===== src/rtl/sseg_demux_capture.sv =====
// Rebuilds four 7-seg digit patterns from a time-multiplexed anode/segment bus.
// Optional hex decode outputs are enabled by defining SSEG_HEX_DECODE_EN.
module sseg_demux_capture #(
   parameter int SETTLE_CYCLES = 4,
   parameter int TIMEOUT_BITS  = 20
) (
   input  logic       clk,
   input  logic       reset,
   input  logic [3:0] an_in,
   input  logic [7:0] sseg_in,
   output logic [7:0] out0,
   output logic [7:0] out1,
   output logic [7:0] out2,
   output logic [7:0] out3,
   output logic [3:0] digit_valid,
   output logic       frame_done,
   output logic       enable_err,
   output logic       stale
`ifdef SSEG_HEX_DECODE_EN
   ,
   output logic [3:0] hex0,
   output logic [3:0] hex1,
   output logic [3:0] hex2,
   output logic [3:0] hex3,
   output logic [3:0] hex_ok
`endif
);

   localparam logic [7:0] CNT_MAX  = 8'(SETTLE_CYCLES - 1);
   localparam logic [7:0] CNT_FIRE = 8'(SETTLE_CYCLES - 2);
   localparam logic [TIMEOUT_BITS-1:0] IDLE_MAX = '1;
   localparam logic [TIMEOUT_BITS-1:0] IDLE_PRE =
      {{(TIMEOUT_BITS-1){1'b1}}, 1'b0};

   logic [11:0] s1;
   logic [11:0] s2;
   logic [11:0] prev;
   logic [7:0]  cnt;
   logic [TIMEOUT_BITS-1:0] idle;
   logic [3:0]  seen;
   logic [7:0]  out_q [4];

   logic        same;
   logic        settle;
   logic [3:0]  an_s;
   logic [7:0]  seg_s;
   logic [3:0]  hit;
   logic        one_cold;
   logic        multi_low;
   logic        capture;
   logic        bad_en;
   logic [3:0]  seen_n;

   assign an_s   = s2[11:8];
   assign seg_s  = s2[7:0];
   assign same   = (s2 == prev);
   assign settle = same && (cnt == CNT_FIRE);

   always_comb begin
      hit = 4'b0000;
      unique case (an_s)
         4'b1110: hit = 4'b0001;
         4'b1101: hit = 4'b0010;
         4'b1011: hit = 4'b0100;
         4'b0111: hit = 4'b1000;
         default: hit = 4'b0000;
      endcase
   end

   assign one_cold  = |hit;
   assign multi_low = (an_s != 4'b1111) && !one_cold;
   assign capture   = settle && one_cold;
   assign bad_en    = settle && multi_low;
   assign seen_n    = seen | hit;

   // Two-flop synchroniser plus a compare register for dwell detection
   always_ff @(posedge clk or posedge reset) begin
      if (reset) begin
         s1   <= '1;
         s2   <= '1;
         prev <= '1;
         cnt  <= 8'd0;
      end else begin
         s1   <= {an_in, sseg_in};
         s2   <= s1;
         prev <= s2;
         if (!same)
            cnt <= 8'd0;
         else if (cnt < CNT_MAX)
            cnt <= cnt + 8'd1;
      end
   end

   always_ff @(posedge clk or posedge reset) begin
      if (reset) begin
         for (int k = 0; k < 4; k++)
            out_q[k] <= 8'hFF;
         digit_valid <= 4'b0000;
         seen        <= 4'b0000;
         idle        <= '0;
         stale       <= 1'b0;
         frame_done  <= 1'b0;
         enable_err  <= 1'b0;
      end else begin
         frame_done <= 1'b0;
         enable_err <= bad_en;
         if (capture) begin
            for (int k = 0; k < 4; k++)
               if (hit[k])
                  out_q[k] <= seg_s;
            digit_valid <= digit_valid | hit;
            idle        <= '0;
            stale       <= 1'b0;
            if (seen_n == 4'b1111) begin
               seen       <= 4'b0000;
               frame_done <= 1'b1;
            end else begin
               seen <= seen_n;
            end
         end else if (idle != IDLE_MAX) begin
            idle <= idle + 1'b1;
            // Stale asserts together with the counter reaching all-ones
            if (idle == IDLE_PRE) begin
               stale       <= 1'b1;
               digit_valid <= 4'b0000;
               seen        <= 4'b0000;
            end
         end
      end
   end

   assign out0 = out_q[0];
   assign out1 = out_q[1];
   assign out2 = out_q[2];
   assign out3 = out_q[3];

`ifdef SSEG_HEX_DECODE_EN
   function automatic logic [4:0] hex_dec(input logic [6:0] s);
      logic [4:0] r;
      r = 5'h00;
      case (s)
         7'h40: r = {1'b1, 4'h0};
         7'h79: r = {1'b1, 4'h1};
         7'h24: r = {1'b1, 4'h2};
         7'h30: r = {1'b1, 4'h3};
         7'h19: r = {1'b1, 4'h4};
         7'h12: r = {1'b1, 4'h5};
         7'h02: r = {1'b1, 4'h6};
         7'h78: r = {1'b1, 4'h7};
         7'h00: r = {1'b1, 4'h8};
         7'h10: r = {1'b1, 4'h9};
         7'h08: r = {1'b1, 4'hA};
         7'h03: r = {1'b1, 4'hB};
         7'h46: r = {1'b1, 4'hC};
         7'h21: r = {1'b1, 4'hD};
         7'h06: r = {1'b1, 4'hE};
         7'h0E: r = {1'b1, 4'hF};
         default: r = 5'h00;
      endcase
      return r;
   endfunction

   logic [4:0] dec;
   logic [3:0] hex_q [4];

   assign dec = hex_dec(seg_s[6:0]);

   always_ff @(posedge clk or posedge reset) begin
      if (reset) begin
         for (int k = 0; k < 4; k++)
            hex_q[k] <= 4'h0;
         hex_ok <= 4'b0000;
      end else if (capture) begin
         for (int k = 0; k < 4; k++)
            if (hit[k]) begin
               hex_q[k]  <= dec[3:0];
               hex_ok[k] <= dec[4];
            end
      end
   end

   assign hex0 = hex_q[0];
   assign hex1 = hex_q[1];
   assign hex2 = hex_q[2];
   assign hex3 = hex_q[3];
`endif

endmodule

===== config.mk =====
export PLATFORM = sky130hd
export DESIGN_NAME = sseg_demux_capture
export DESIGN_NICKNAME = d
export VERILOG_FILES = /design/src/rtl/sseg_demux_capture.sv
export SDC_FILE = /design/constraint.sdc
export NUM_CORES = 1
export LEC_CHECK = 0
export ABC_CLOCK_PERIOD_IN_PS = 4750
export CAP_MARGIN = 20
export CORE_UTILIZATION = 35
export DETAILED_ROUTE_END_ITERATION = 7
export RECOVER_POWER = 100
export SYNTH_ARGS = -nofsm -noshare
export SYNTH_HDL_FRONTEND = slang
export SYNTH_SLANG_ARGS = --single-unit

===== constraint.sdc =====
create_clock -name clk -period 4.75 [get_ports clk]
set_input_delay 0.95 -clock clk [delete_from_list [all_inputs] [get_ports clk]]
set_output_delay 0.95 -clock clk [all_outputs]
set_load 0.005 [all_outputs]

==> results.sh <==
export IMPL_grt_pass1_wl_um=14000
export IMPL_finalMaxSlewViolations=0
export IMPL_p_leak_nw=2.28
export IMPL_arrival_ns=3.59
export IMPL_core_region_area_um2=12200
export IMPL_rsz0062_at_grt="false"
export IMPL_r2r_start="s2[8]$_DFF_PP1_"
export IMPL_r2r_end="out1[6]$_DFFE_PP1P_"
export IMPL_root_buffer="clkbuf_16"
export IMPL_htreeDepth=3
export IMPL_firstDrtPassIters=4
export IMPL_start_kind="flop"
export IMPL_synth_warnings=0
export IMPL_antenna_found_initial=0
export IMPL_cts_resized=0
export IMPL_finalSetupViolCount=0
export IMPL_synthDistinctLibCells=39
export IMPL_synth_top_cell_area_share_pct=40.1
export IMPL_max_freq_mhz=301
export IMPL_p_switching_uw=360
export IMPL_cap_violations=0
export IMPL_syn_inst=328
export IMPL_drc=0
export IMPL_cts_sinks=107
export IMPL_synth_flop_cell="dfstp_2"
export IMPL_critical_path_endpoint_type="flop"
export IMPL_crit_fanout=9
export IMPL_crit_chain="xor2_1 > or4_1 > nor4_1 > and2_0 > mux2_1"
export IMPL_internal_power_mw=1.34
export IMPL_worstPathRequired_ns=5.02
export IMPL_initial_core_util_pct=36.5
export IMPL_port_buffers=52
export IMPL_fin_crit_sh_pct=70.0
export IMPL_ys_top_cells_by_area="dfstp_2 40%, dfrtp_1 22%, mux2_4 11%"
export IMPL_postCtsHoldBufs=0
export IMPL_synth_seq_area_share_pct=62.0
export IMPL_synth_fa_ha_area_share_pct=1.12
export IMPL_finalWirelength_um=8360
export IMPL_synth_xor_area_share_pct=4.72
export IMPL_grt_max_degree=84
export IMPL_ir_drop_mv=0.152
export IMPL_dieArea_um2=13200
export IMPL_fin_nets=401
export IMPL_r2r_cells=5
export IMPL_post_cts_buffers=0
export IMPL_cts_buffer_depth=2
export IMPL_synth_seq_cells=107
export IMPL_final_common_cell="dfstp_2"
export IMPL_dp_hpwl_um=5720
export IMPL_viasPerCell=4.77
export IMPL_p_sw_share_pct=21.2
export IMPL_grt_overflow=0
export IMPL_whs_ns=0.361
export IMPL_setup_total_negative_slack_ns=0
export IMPL_synth_top_family_by_area="simple AND/OR/NAND/NOR gates"
export IMPL_vias=2654
export IMPL_criticalPathCategory="flop to flop"
export IMPL_diodes=0
export IMPL_tightest_slew_ns=1.35
export IMPL_rows=40
export IMPL_layout_common_cells="54 x dfstp_2, 51 x dlygate4sd3_1, 39 x dfrtp_1"
export IMPL_ios=53
export IMPL_synth_compound_area_share_pct=6.40
export IMPL_gp_congestion=0.780
export IMPL_finalHoldViolCount=0
export IMPL_holdPathStages=0
export IMPL_clkPwrFrac_pct=41.3
export IMPL_hp_start="s1[6]$_DFF_PP1_"
export IMPL_period_minus_slack_ns=3.32
export IMPL_cp_startpoint="s2[8]$_DFF_PP1_"
export IMPL_r2r_slack_ns=1.43
export IMPL_clk_pin_slew_worst_paths_ns=0.06
export IMPL_slowest_stage="and2_0"
export IMPL_wl_per_cell_um=15.0
export IMPL_slowest_delay_ns=0.76
export IMPL_syn_area_um2=4460
export IMPL_slew_headroom_pct=10.3
export IMPL_worstHoldPathType="flop to flop"
export IMPL_syn_nets=346
export IMPL_area_growth_pct=18.1
export IMPL_cts_buffers=9
export IMPL_yosys_area_top_type="dfstp_2"
export IMPL_status="complete, no violations"
export IMPL_p_comb_share_pct=2.7
export IMPL_grt_pass1_vias=2670
export IMPL_clock_latency_ns=0.34
export IMPL_syn_avg_cell_area_um2=13.6
export IMPL_endpoint="out1[6]$_DFFE_PP1P_"
export IMPL_synth_edff_count=0
export IMPL_skew_ns=0.00737
export IMPL_die_y_um=115
export IMPL_power_frac_seq_pct=56.1
export IMPL_drt_iter0_drc=123
export IMPL_gr_usage_all_layers_pct=13.9
export IMPL_ant_nets=0
export IMPL_synthSimpleGateAreaFrac_pct=12.5
export IMPL_synth_mux_area_share_pct=11.0
export IMPL_tritoncts="done"
export IMPL_dieWidth_um=115
export IMPL_synth_async_reset_ratio_pct=100
export IMPL_pwr_density_cell_nw_per_um2=323
export IMPL_drive_above_1_share_pct=19.3
==> how the worst min path moves through the flow <==
stage / to / slack [ns]
2_1_floorplan: s2[0]$_DFF_PP1_ / 0.35
3_3_place_gp: s2[5]$_DFF_PP1_ / 0.35
3_5_place_dp: s2[5]$_DFF_PP1_ / 0.35
4_1_cts: s2[1]$_DFF_PP1_ / 0.36
5_1_grt: s2[6]$_DFF_PP1_ / 0.37
6_report: s2[6]$_DFF_PP1_ / 0.36
==> routing by layer <==
metal | GRT usage (%) | routed length [um]
met2 | 22.2 | 4000
met5 | 0 | 0
met1 | 18.3 | 3970
met3 | 3.64 | 280
met4 | 4.94 | 112
==> registers in the layout, summed over array words and instances, names as in the netlist <==
name,flops
idle,20
digit_valid,4
prev,12
stale,1
out2,8
cnt,8
out1,8
seen,4
out0,8
enable_err,1
out3,8
frame_done,1
s2,12
s1,12
==> worst max-delay path: cells and delay by family, from the launching register on <==
kind,cells,cell delay (ns)
XOR/XNOR,1,0.13
multiplexers,1,0.39
flip-flops,1,0.65
AND/OR/NAND/NOR,3,2.08
==> power by group through the flow <==
stage	Combinational (mW)	Sequential (mW)	Clock (mW)
6_report	0.0457	0.953	0.702
3_3_place_gp	0.0508	0.971	0
2_1_floorplan	0.0340	0.964	0
5_1_grt	0.0529	0.955	0.762
4_1_cts	0.0512	0.957	0.720
3_5_place_dp	0.0509	0.971	0
==> kinds of logic (layout without fill, tap and decap cells) <==
family	count (synthesis)	after routing
flip-flops	107	107
XOR/XNOR	24	24
buffers and inverters	15	75
multiplexers	33	33
AND/OR/NAND/NOR	100	100
adder cells (fa/ha/maj)	4	4
AO/OA/AOI/OAI	45	45
==> metrics by stage <==
stage | setup slack [ns] | cells | utilization [%] | area [um2] | power, mW
2_1_floorplan | 1.10 | 328 | - | 4460 | 0.998
3_3_place_gp | 2.00 | 539 | 41.9 | 5120 | 1.02
3_5_place_dp | 1.95 | 539 | 41.9 | 5120 | 1.02
4_1_cts | 1.94 | 555 | 44.3 | 5410 | 1.73
5_1_grt | 1.13 | 556 | 43.1 | 5270 | 1.77
6_report | 1.43 | 556 | 43.1 | 5270 | 1.70
==> area by class of cell <==
type | instances | area, um2
timing repair buffer | 55 | 533
tap | 168 | 210
sequential | 107 | 2760
multi-input combinational | 206 | 1460
clock inverter | 3 | 22.5
clock buffer | 13 | 260
inverter | 4 | 16.3
fill | 1190 | 6950
==> Yosys cell counts (4+ instances only) <==
library cell and number:
a21oi_1 11, nand3_1 11, inv_1 4, buf_6 6, dfrtp_1 39, a31oi_1 6
ha_1 4, and4b_1 4, clkbuf_1 4, mux2_4 32, nand2_1 14, nand4_1 4
dfstp_2 68, or3_1 5, a211oi_1 4, nor2_1 21, xnor2_1 7, nor3_1 9
and2_1 11, o21ai_0 9, nor4_1 8, xor2_1 17
Note: power is estimated with default switching activity, not from simulation.
